--- config.mk ---
export PLATFORM = sky130hd
export DESIGN_NAME = serial_subtractor_flat
export DESIGN_NICKNAME = d
export VERILOG_FILES = /design/src/rtl/arith_pkg.sv /design/src/rtl/serial_subtractor_if.sv /design/src/rtl/full_subtractor.sv /design/src/rtl/serial_subtractor.sv /design/src/flat_wrapper.sv
export SDC_FILE = /design/constraint.sdc
export NUM_CORES = 1
export LEC_CHECK = 0
export ABC_CLOCK_PERIOD_IN_PS = 2000
export CAP_MARGIN = 20
export CORE_ASPECT_RATIO = 1.4
export CORE_MARGIN = 2
export CORE_UTILIZATION = 49
export DETAILED_ROUTE_END_ITERATION = 10
export GPL_ROUTABILITY_DRIVEN = 0
export PLACE_DENSITY = 0.8
export SYNTH_ARGS = -nofsm -noshare
export SYNTH_HDL_FRONTEND = slang
export SYNTH_SLANG_ARGS = --single-unit
--- constraint.sdc ---
create_clock -name clk -period 2 [get_ports clk]
set_clock_uncertainty 0.1 [all_clocks]
set_input_delay 0.5 -clock clk [delete_from_list [all_inputs] [get_ports clk]]
set_output_delay 0.5 -clock clk [all_outputs]
set_load 0.1 [all_outputs]
--- src/rtl/arith_pkg.sv ---
// Shared types and helpers for the bit-serial arithmetic units.
package arith_pkg;

    typedef enum logic [1:0] {
        IDLE,
        RUN,
        DONE
    } state_t;

    function automatic int cnt_width(input int w);
        return (w < 2) ? 1 : $clog2(w);
    endfunction

endpackage

--- src/rtl/serial_subtractor_if.sv ---
// Start/busy/done handshake and operand/result bundle for serial_subtractor.
interface serial_subtractor_if #(
    parameter int WIDTH = 8
);

    logic             start;
    logic [WIDTH-1:0] a;
    logic [WIDTH-1:0] b;
    logic             busy;
    logic             done;
    logic [WIDTH-1:0] diff;
    logic             bout;
    logic             ovf;

    modport master (
        output start, a, b,
        input  busy, done, diff, bout, ovf
    );

    modport slave (
        input  start, a, b,
        output busy, done, diff, bout, ovf
    );

endinterface

--- src/rtl/full_subtractor.sv ---
// Combinational one-bit full-subtractor cell, borrow in place of carry.
module full_subtractor (
    input  logic a,
    input  logic b,
    input  logic bin,
    output logic diff,
    output logic bout
);

    assign diff = a ^ b ^ bin;
    assign bout = (~a & b) | (~(a ^ b) & bin);

endmodule

--- src/rtl/serial_subtractor.sv ---
// Bit-serial A - B, LSB first, one full-subtractor cell and a registered borrow.
module serial_subtractor
    import arith_pkg::*;
#(
    parameter int WIDTH = 8
) (
    input logic               clk,
    input logic               rst,
    serial_subtractor_if.slave bus
);

    localparam int            CW   = cnt_width(WIDTH);
    localparam logic [CW-1:0] LAST = CW'(WIDTH - 1);

    state_t           state;
    logic [WIDTH-1:0] a_sr;
    logic [WIDTH-1:0] b_sr;
    logic             borrow;
    logic [CW-1:0]    cnt;
    logic             d;
    logic             bo;

    full_subtractor u_fs (
        .a    (a_sr[0]),
        .b    (b_sr[0]),
        .bin  (borrow),
        .diff (d),
        .bout (bo)
    );

    // Result bits enter a_sr at the top as minuend bits leave the bottom.
    always_ff @(posedge clk or posedge rst) begin
        if (rst) begin
            state    <= IDLE;
            a_sr     <= '0;
            b_sr     <= '0;
            borrow   <= 1'b0;
            cnt      <= '0;
            bus.busy <= 1'b0;
            bus.done <= 1'b0;
            bus.diff <= '0;
            bus.bout <= 1'b0;
            bus.ovf  <= 1'b0;
        end else begin
            unique case (state)
                IDLE, DONE: begin
                    bus.done <= 1'b0;
                    if (bus.start) begin
                        a_sr     <= bus.a;
                        b_sr     <= bus.b;
                        borrow   <= 1'b0;
                        cnt      <= '0;
                        bus.busy <= 1'b1;
                        state    <= RUN;
                    end else begin
                        state <= IDLE;
                    end
                end
                RUN: begin
                    a_sr   <= {d, a_sr[WIDTH-1:1]};
                    b_sr   <= {1'b0, b_sr[WIDTH-1:1]};
                    borrow <= bo;
                    cnt    <= cnt + 1'b1;
                    if (cnt == LAST) begin
                        bus.diff <= {d, a_sr[WIDTH-1:1]};
                        bus.bout <= bo;
                        bus.ovf  <= (a_sr[0] ^ b_sr[0]) & (d ^ a_sr[0]);
                        bus.busy <= 1'b0;
                        bus.done <= 1'b1;
                        state    <= DONE;
                    end
                end
                default: state <= IDLE;
            endcase
        end
    end

endmodule

--- src/flat_wrapper.sv ---
// flat-port wrapper written by rule: the top's interface ports become plain ports
module serial_subtractor_flat import arith_pkg::*;
#(
    parameter int WIDTH = 8
)
  (clk, rst, bus_start, bus_a, bus_b, bus_busy, bus_done, bus_diff, bus_bout, bus_ovf);
  serial_subtractor_if #(.WIDTH(WIDTH)) bus_i ();
  input logic clk;
  input logic rst;
  input wire logic [$bits(bus_i.start)-1:0] bus_start;
  input wire logic [$bits(bus_i.a)-1:0] bus_a;
  input wire logic [$bits(bus_i.b)-1:0] bus_b;
  output wire logic [$bits(bus_i.busy)-1:0] bus_busy;
  output wire logic [$bits(bus_i.done)-1:0] bus_done;
  output wire logic [$bits(bus_i.diff)-1:0] bus_diff;
  output wire logic [$bits(bus_i.bout)-1:0] bus_bout;
  output wire logic [$bits(bus_i.ovf)-1:0] bus_ovf;
  assign bus_i.start = bus_start;
  assign bus_i.a = bus_a;
  assign bus_i.b = bus_b;
  assign bus_busy = bus_i.busy;
  assign bus_done = bus_i.done;
  assign bus_diff = bus_i.diff;
  assign bus_bout = bus_i.bout;
  assign bus_ovf = bus_i.ovf;
  serial_subtractor #(.WIDTH(WIDTH)) u_core (.clk(clk), .rst(rst), .bus(bus_i));
endmodule
==> results of run 1 <==
## flip-flops by register name (all words and copies together) (netlist names)
register and flops:
u_core.cnt 3, u_core.bus.bout 1, u_core.bus.done 1, u_core.b_sr 8
u_core.bus.busy 1, u_core.state 2, u_core.a_sr 8, u_core.bus.diff 8
u_core.bus.ovf 1, u_core.borrow 1
## cells by family (layout without fill, tap and decap cells)
kind of cell               Yosys count  after routing  share of synthesized area
and+or+nand+nor                     56             56                      0.158
buffers and inverters               11             44                     0.0408
DFF                                 34             34                      0.579
adders and majority gates            4              4                     0.0392
xor gates and xnor gates             1              1                    0.00596
muxes                                8              8                     0.0715
AOI/OAI and AO/OA                   23             23                      0.106
## area by class of cell
cell class	count	area [um2]
clock buffer	6	82.6
timing repair buffer	35	458
fill	192	841
tap	37	46.3
inverter	3	11.3
multi-input combinational	92	559
sequential	34	851
## critical path, stage by stage (launching register included)
cell and delay [ns]:
dfrtp_1 0.40, ha_1 0.22, ha_1 0.21, nand3b_2 0.32, mux2_2 0.38
## routing by layer
metal / up-vias / global-route usage / share of wire
met5: - / 0 / 0
li1: 530 / - / -
met1: 538 / 0.218 / 0.41
met4: 0 / 0.105 / 0.027
met2: 28 / 0.344 / 0.53
met3: 10 / 0.0496 / 0.041
## per-stage QoR
stage,hold WS (ns),setup slack (ns),instance area [um2],instances
after global placement,0.388,0.189,1930,201
after floorplan,0.367,0.423,1470,137
after detailed placement,0.404,0.138,1930,201
after global routing,0.419,0.158,2010,207
final,0.409,0.249,2010,207
after CTS,0.409,0.229,2010,207
## synth_stat cells, drive strengths merged
master / number / area (um2)
dfrtp: 34 / 851
nand2: 32 / 120
nor2: 18 / 70.1
a31oi: 14 / 87.6
mux2: 8 / 105
buf: 6 / 41.3
a22o: 4 / 35.0
ha: 3 / 37.5
inv: 3 / 11.3
o21ai: 3 / 15.0
clkbuf: 2 / 7.51
nand2b: 2 / 12.5
a221o: 1 / 10.0
and2b: 1 / 7.51
fa: 1 / 20.0
nand3: 1 / 5.00
nand3b: 1 / 11.3
nor2b: 1 / 6.26
o31ai: 1 / 7.51
xor2: 1 / 8.76
## worst max-delay path by stage
stage                                                 to  cells after the start  slack, ns
after floorplan              u_core.bus.bout$_DFFE_PP0P_                      5       0.42
after global placement        u_core.a_sr[7]$_DFFE_PP0P_                      4       0.19
after detailed placement      u_core.b_sr[3]$_DFFE_PP0P_                      5       0.14
after CTS                 u_core.bus.diff[4]$_DFFE_PP0P_                      4       0.23
after global routing      u_core.bus.diff[4]$_DFFE_PP0P_                      4       0.16
final                     u_core.bus.diff[4]$_DFFE_PP0P_                      4       0.25
==> results.md, run 1 <==
- Status: complete, no violations
- R2R Path Start: u_core.cnt[0]$_DFFE_PP0P_
- CTS root buffer: clkbuf_8
- Area grow syn2layout: 36.6%
- RSZ-0062 raised after global routing: false
- Largest net degree at the start of global routing: 35
- Hold-fix buffers, CTS: 0
- Starting density of the core: 0.516
- Cells after synthesis: 137
- Slew @ Worst Pin: 0.411 ns
- Layout cells sized above 1: 0.194
- First drt pass iteration count: 4
- Worst-Skew Late Latency: 0.28 ns
- Fin nets: 194
- Initial antenna violation count: 0
- CTS clk-pin slew, worst paths: around 0.060 ns
- Die footprint: 3460 um2
- Worst EP required: 2.06 ns
- Setup Fix Bufs, Post-CTS: 0
- R2R Path End: u_core.bus.diff[4]$_DFFE_PP0P_
- Total Wirelength: 3.01 mm
- Final core occ: 0.705
- Crit-path max FO: 14
- Period minus WS final: approximately 1.8 ns
- Synth unique cells: 24
- Sequential element share of the synthesized area: 0.579
- Post-CTS sizing: 0
- Post-synthesis average cell area: ~11 um2
- Global-route wire length before repair: 4.90 mm
- # setup viols final: 0
- PortBufs: 30
- Boundary Pins: 31
- Commonest non-fill, non-tap cells in the layout: 34 x dfrtp_1, 32 x nand2_1, 18 x clkdlybuf4s50_1, 17 x nor2_1, 14 x a31oi_1
- Grt ovf: 0
- Slew HR: 0.726
- H-tree depth: 2
- Die H: 68.8 um
- Critical path arrival: about 1.8 ns
- Std-Cell Rows: 23
- Vias per cell: 5.34
- Post-synthesis register bit count: 34
- Syn Nets: 160
- # diodes: 0
- Hold path start: u_core.cnt[0]$_DFFE_PP0P_
- Critical path origin: u_core.cnt[0]$_DFFE_PP0P_
- Peak Freq: 0.571 GHz
- FF-to-FF path depth: 4
- Worst Setup Start Kind: flip-flop
- Max_cap viols: 0
- Worst min path class: flip-flop to flip-flop
- Setup TNS: 0 ns
- Hold Crit Depth: 1
- R2R setup slack: roughly 0.25 ns
- Most common cell after layout, fill and taps aside: dfrtp_1
- CTS tree: yes
- Maximum root-to-sink buffer count: 2
- CP endpoint kind: flip-flop
- Post-DRT Antenna Nets: 0
- Yosys warns: 0
- Total CTS buffers: 5
- Die Wd: 50.3 um
- WHS Endpoint: u_core.cnt[0]$_DFFE_PP0P_
- Initial drt markers: 28
- Wire per inst: 14.5 um
- DRC: 0
- HPWL after DPL: 2.21 mm
- Crit path kind: flip-flop to flip-flop
- Post-Syn Area: between 1000 and 1500 um2
- Clk sinks: 34
- Fin crit share: 0.876
- Final hold violations: 0
- Total number of vias: 1106
- Vias in the first global route: around 1100
- Tot GR Track Use: 0.195
- Slew Limit Fails: 0
- Core ar.: ~2800 um2
Power of run 1 is left out: the tool's default activity adds up to more than one toggle a clock period on the data nets, which glitch-free logic cannot reach.
==> run 2, diff against run 1 <==
--- a/config.mk
+++ b/config.mk
@@ -10,6 +10,7 @@
 export CORE_ASPECT_RATIO = 1.4
 export CORE_MARGIN = 2
 export CORE_UTILIZATION = 49
+export CTS_CLUSTER_DIAMETER = 120
 export DETAILED_ROUTE_END_ITERATION = 10
 export GPL_ROUTABILITY_DRIVEN = 0
 export PLACE_DENSITY = 0.8
==> results of run 2 <==
Final layout, timing and power as in run 1 (identical DEF).
Power of run 2 is left out for the same reason.
